==> src/rtl/ultrasonic_burst_gen.sv <==
// Complementary square-wave transducer driver: N-period burst or continuous tone, start/busy/done handshake.
// Start-to-tx latency 1 cycle; no backpressure, enable_i=0 freezes all state in place.
module ultrasonic_burst_gen #(
    parameter int CNT_W   = 16,
    parameter int BURST_W = 8
) (
    input  logic               clk_i,
    input  logic               rst_i,
    input  logic               enable_i,
    input  logic               start_i,
    input  logic               mode_i,
    input  logic               stop_i,
    input  logic [CNT_W-1:0]   half_period_i,
    input  logic [BURST_W-1:0] burst_len_i,
    output logic               tx_p_o,
    output logic               tx_n_o,
    output logic               busy_o,
    output logic               done_o,
    output logic [BURST_W-1:0] period_cnt_o
);

    localparam logic [1:0] S_IDLE  = 2'd0;
    localparam logic [1:0] S_PH_HI = 2'd1;
    localparam logic [1:0] S_PH_LO = 2'd2;

    logic [1:0]         state_q, state_d;
    logic [CNT_W-1:0]   half_cnt_q, half_cnt_d;
    logic [CNT_W-1:0]   h_q, h_d;
    logic               mode_q, mode_d;
    logic [BURST_W-1:0] burst_len_q, burst_len_d;
    logic [BURST_W-1:0] period_cnt_q, period_cnt_d;
    logic               stop_pend_q, stop_pend_d;
    logic               done_q, done_d;

    logic               busy;
    logic               phase_end;
    logic [BURST_W-1:0] period_inc;

    assign busy       = (state_q != S_IDLE);
    assign phase_end  = (half_cnt_q == (h_q - CNT_W'(1)));
    assign period_inc = period_cnt_q + BURST_W'(1);

    always_comb begin
        state_d      = state_q;
        half_cnt_d   = half_cnt_q;
        h_d          = h_q;
        mode_d       = mode_q;
        burst_len_d  = burst_len_q;
        period_cnt_d = period_cnt_q;
        done_d       = 1'b0;
        // A stop request is captured even while frozen so it is never lost.
        stop_pend_d  = stop_pend_q | (stop_i & busy);

        if (enable_i) begin
            case (state_q)
                S_IDLE: begin
                    if (start_i) begin
                        h_d          = (half_period_i < CNT_W'(2)) ? CNT_W'(2) : half_period_i;
                        mode_d       = mode_i;
                        burst_len_d  = burst_len_i;
                        period_cnt_d = '0;
                        half_cnt_d   = '0;
                        if (!mode_i && (burst_len_i == '0)) begin
                            done_d = 1'b1;
                        end else begin
                            state_d = S_PH_HI;
                        end
                    end
                end
                S_PH_HI: begin
                    if (phase_end) begin
                        half_cnt_d = '0;
                        state_d    = S_PH_LO;
                    end else begin
                        half_cnt_d = half_cnt_q + CNT_W'(1);
                    end
                end
                S_PH_LO: begin
                    if (phase_end) begin
                        half_cnt_d   = '0;
                        period_cnt_d = period_inc;
                        if ((!mode_q && (period_inc == burst_len_q)) || stop_pend_q) begin
                            state_d     = S_IDLE;
                            done_d      = 1'b1;
                            stop_pend_d = 1'b0;
                        end else begin
                            state_d = S_PH_HI;
                        end
                    end else begin
                        half_cnt_d = half_cnt_q + CNT_W'(1);
                    end
                end
                default: begin
                    state_d     = S_IDLE;
                    half_cnt_d  = '0;
                    stop_pend_d = 1'b0;
                end
            endcase
        end
    end

    always_ff @(posedge clk_i) begin
        if (rst_i) begin
            state_q      <= S_IDLE;
            half_cnt_q   <= '0;
            h_q          <= CNT_W'(2);
            mode_q       <= 1'b0;
            burst_len_q  <= '0;
            period_cnt_q <= '0;
            stop_pend_q  <= 1'b0;
            done_q       <= 1'b0;
        end else begin
            state_q      <= state_d;
            half_cnt_q   <= half_cnt_d;
            h_q          <= h_d;
            mode_q       <= mode_d;
            burst_len_q  <= burst_len_d;
            period_cnt_q <= period_cnt_d;
            stop_pend_q  <= stop_pend_d;
            done_q       <= done_d;
        end
    end

    assign tx_p_o       = (state_q == S_PH_HI);
    assign tx_n_o       = (state_q == S_PH_LO);
    assign busy_o       = busy;
    // A pulse that lands in a frozen cycle is dropped rather than stretched.
    assign done_o       = done_q & enable_i;
    assign period_cnt_o = period_cnt_q;

endmodule

==> config.mk <==
export PLATFORM = sky130hd
export DESIGN_NAME = ultrasonic_burst_gen
export DESIGN_NICKNAME = d
export VERILOG_FILES = /design/src/rtl/ultrasonic_burst_gen.sv
export SDC_FILE = /design/constraint.sdc
export NUM_CORES = 1
export LEC_CHECK = 0
export BUFFER_PORTS_ARGS = -buffer_cell sky130_fd_sc_hd__buf_4
export CORE_AREA = 2 2 87 89
export CTS_BUF_LIST = sky130_fd_sc_hd__clkbuf_8
export DETAILED_ROUTE_END_ITERATION = 16
export DIE_AREA = 0 0 89 91
export GPL_TIMING_DRIVEN = 0
export PLACE_DENSITY = 0.72
export SYNTH_ARGS = -nofsm -noshare
export SYNTH_HDL_FRONTEND = slang
export SYNTH_SLANG_ARGS = --single-unit
==> constraint.sdc <==
create_clock -name clk_i -period 3.5 [get_ports clk_i]
set_clock_uncertainty 0.15 [all_clocks]
set_input_delay 0.175 -clock clk_i [delete_from_list [all_inputs] [get_ports clk_i]]
set_output_delay 0.175 -clock clk_i [all_outputs]
set_load 0.1 [all_outputs]
==> results.sh <==
export IMPL_first_global_vias=2985
export IMPL_cts_post_setup_buffers_inserted=0
export IMPL_clock_sinks=53
export IMPL_drt_iter0_drc=186
export IMPL_tightest_slew_ns=0.6693
export IMPL_maxSlewHeadroom_pct=55.28
export IMPL_ff2ff_setup_slack_ns=0.19
export IMPL_cts_buffer_depth=2
export IMPL_critPathLaunchType="register"
export IMPL_wire_per_inst_um=14.09
export IMPL_yosys_top_cells_area="dfxtp_1 (34%), nand2_1 (8.5%), xnor2_1 (6.4%), a21oi_1 (5.9%), xor2_1 (5.6%)"
export IMPL_wl_met3_um=358
export IMPL_core_area_sq_um=7137
export IMPL_num_rows=31
export IMPL_area_growth_pct=26.02
export IMPL_crit_path_end_kind="register"
export IMPL_m1WireLength_um=3781
export IMPL_final_hold_viol_count=0
export IMPL_drt_antenna_violating_nets=0
export IMPL_syn_nets=438
export IMPL_netlist_top_cells_count="nand2_1 (71), dfxtp_1 (53), a21oi_1 (37), nor2_1 (27), xnor2_1 (23)"
export IMPL_synth_cells=400
export IMPL_layout_nets=512
export IMPL_grt_max_degree=17
export IMPL_start_util_pct=44.06
export IMPL_numCtsBuffers=5
export IMPL_timing_final_crit_share_pct=94.50
export IMPL_cp_required_ns=3.57
export IMPL_dieWidth_um=89
export IMPL_vias=3073
export IMPL_pwr_share_seq_pct=45.5
export IMPL_yosysMostFrequentCell="nand2_1"
export IMPL_p_sw_share_pct=31.23
export IMPL_synth_seq_area_share_pct=33.74
export IMPL_dr_wl_met2_um=3854
export IMPL_synth_edf_count=0
export IMPL_htreeDepth=2
export IMPL_hold_ws_ns=0.1359
export IMPL_critPathKind="register to register"
export IMPL_worstPathArrival_ns=3.38
export IMPL_path_cells="or4_4 -> nor4_4 -> mux2i_1 -> mux2i_1 -> o21ai_0 -> nand3_1 -> a21oi_1 -> mux2_2"
export IMPL_synth_cell_types=52
export IMPL_grt_remaining_overflow=0
export IMPL_power_leakage_nw=1.549
export IMPL_synth_ff_latch_count=53
export IMPL_netlist_area_sq_um=3144
export IMPL_peakVddDrop_mv=0.1879
export IMPL_placedCellCount=540
export IMPL_fmax_ghz=0.3023
export IMPL_vias_per_cell=5.354
export IMPL_p_int_mw=0.9904
export IMPL_clkPwrFrac_pct=31.2
export IMPL_critical_path_max_fanout=6
export IMPL_cp_common_cell="mux2i_1"
export IMPL_synth_area_per_cell_sq_um=7.861
export IMPL_port_buffer_count=41
export IMPL_slowest_delay_ns=0.60
export IMPL_hp_class="input port to register"
export IMPL_dp_hpwl_um=5837
export IMPL_drv_slew=0
export IMPL_routed_top_layer="met4"
export IMPL_synth_top_cell_area_share_pct=33.74
export IMPL_die_h_um=91
export IMPL_die_area_sq_um=8099
export IMPL_cts_tree="yes"
export IMPL_cts_root_buf="clkbuf_8"
export IMPL_grtUsageTotal_pct=21.18
export IMPL_drv_cap=0
export IMPL_io_pins=42
export IMPL_p_switching_mw=0.4498
export IMPL_drive_gt1_share_pct=13.68
export IMPL_async_reset_ff_share_pct=0
export IMPL_firstDrtPassIters=5
export IMPL_pwr_share_comb_pct=23.3
export IMPL_setup_viol=0
export IMPL_synth_warnings=0
export IMPL_yosys_area_top_type="dfxtp_1"
export IMPL_clkLatencyLatePin_ns=0.32
export IMPL_clk_pin_slew_ns=0.10
export IMPL_status="finished clean"
export IMPL_place_congestion=0.8913
export IMPL_antenna_found_initial=0
export IMPL_grt_pass1_wl_um=13820
export IMPL_p_per_area_nw_per_um2=363.4
export IMPL_slowest_stage="or4_4"
export IMPL_synth_flop_cell="dfxtp_1"
export IMPL_fin_tns_setup_ns=0
export IMPL_route_detailed_drc=0
export IMPL_instances_no_fill=574
export IMPL_total_power_mw=1.440
export IMPL_period_minus_slack_ns=3.307
export IMPL_rsz0062_at_grt="false"
export IMPL_antenna_cells=0
export IMPL_wirelength_um=8090
-- area by class of cell --
type / count / area [sq um]
plain buffers: 19 / 81.33
fillers: 674 / 3174
clock buffers: 6 / 82.58
clock inverters: 2 / 37.54
flip-flops and latches: 53 / 1061
multi-input cells: 317 / 1967
inverters: 11 / 41.29
well taps: 99 / 123.9
repair buffers: 67 / 568.0
-- sequential cells by signal, indices dropped and copies added, names as in the netlist --
register and count:
burst_len_q 8, done_q 1, h_q 16, half_cnt_q 16, mode_q 1, period_cnt_o 8, state_q 2, stop_pend_q 1
-- power groups by stage --
stage,combinational [mW],clock [mW],sequential (mW)
global placement,0.301,0,0.667
floorplan,0.223,0,0.660
global route,0.365,0.476,0.660
CTS,0.329,0.452,0.655
finish,0.335,0.450,0.655
detailed placement,0.305,0,0.669
-- layer usage --
| metal | global-route usage [%] | vias up |
|---|---|---|
| met5 | 0 | - |
| met3 | 3.182 | 9 |
| met1 | 28.55 | 1428 |
| li1 | - | 1553 |
| met4 | 4.975 | 0 |
| met2 | 35.32 | 83 |
-- what timing repair did --
item / in CTS / in global routing
resized for setup: 0 / 1
endpoints found under the setup margin: 0 / 10
hold buffers: 26 / 0
hold endpoints to repair: 26 / 0
-- layout by cell type (no fill, tap or decap), types with 9 or more instances in the layout --
cell	instances
a21oi_1	37
and3_1	10
buf_4	41
clkbuf_1	15
dfxtp_1	53
dlygate4sd3_1	26
inv_1	11
nand2_1	71
nand3_1	22
nand4_1	9
nor2_1	27
nor4_1	9
xnor2_1	23
xor2_1	20
-- critical path: cells and delay by family, from the launching register on --
kind	cells	cell delay [ns]
simple gates	3	1.27
compound gates	2	0.74
mux	3	0.67
flops	1	0.38
-- final timing paths --
check               endpoint  depth (start not counted)  startpoint
hold reg to reg       mode_q                          2      mode_q
hold / removal        done_q                          4     start_i
setup / recovery  state_q[0]                          8      h_q[4]
setup reg to reg  state_q[0]                          8      h_q[4]
-- per-stage QoR --
| step | util, % | setup WS, ns | area [sq um] |
|---|---|---|---|
| 2_1_floorplan | - | 0.4381 | 3144 |
| 3_3_place_gp | 50.11 | 0.07884 | 3576 |
| 5_1_grt | 55.52 | 0.03698 | 3963 |
| 4_1_cts | 55.43 | 0.05721 | 3956 |
| 6_report | 55.52 | 0.1925 | 3963 |
| 3_5_place_dp | 50.11 | 0.07653 | 3576 |
-- kinds of logic after synthesis --
family / Yosys count / synth area share (%)
AND/OR/NAND/NOR: 190 / 31.00
adder cells (fa/ha/maj): 8 / 3.184
XOR/XNOR: 43 / 11.98
multiplexers: 9 / 3.064
flip-flops: 53 / 33.74
AO/OA/AOI/OAI: 67 / 13.13
buffers and inverters: 30 / 3.899
(Power assumes the default switching activity.)
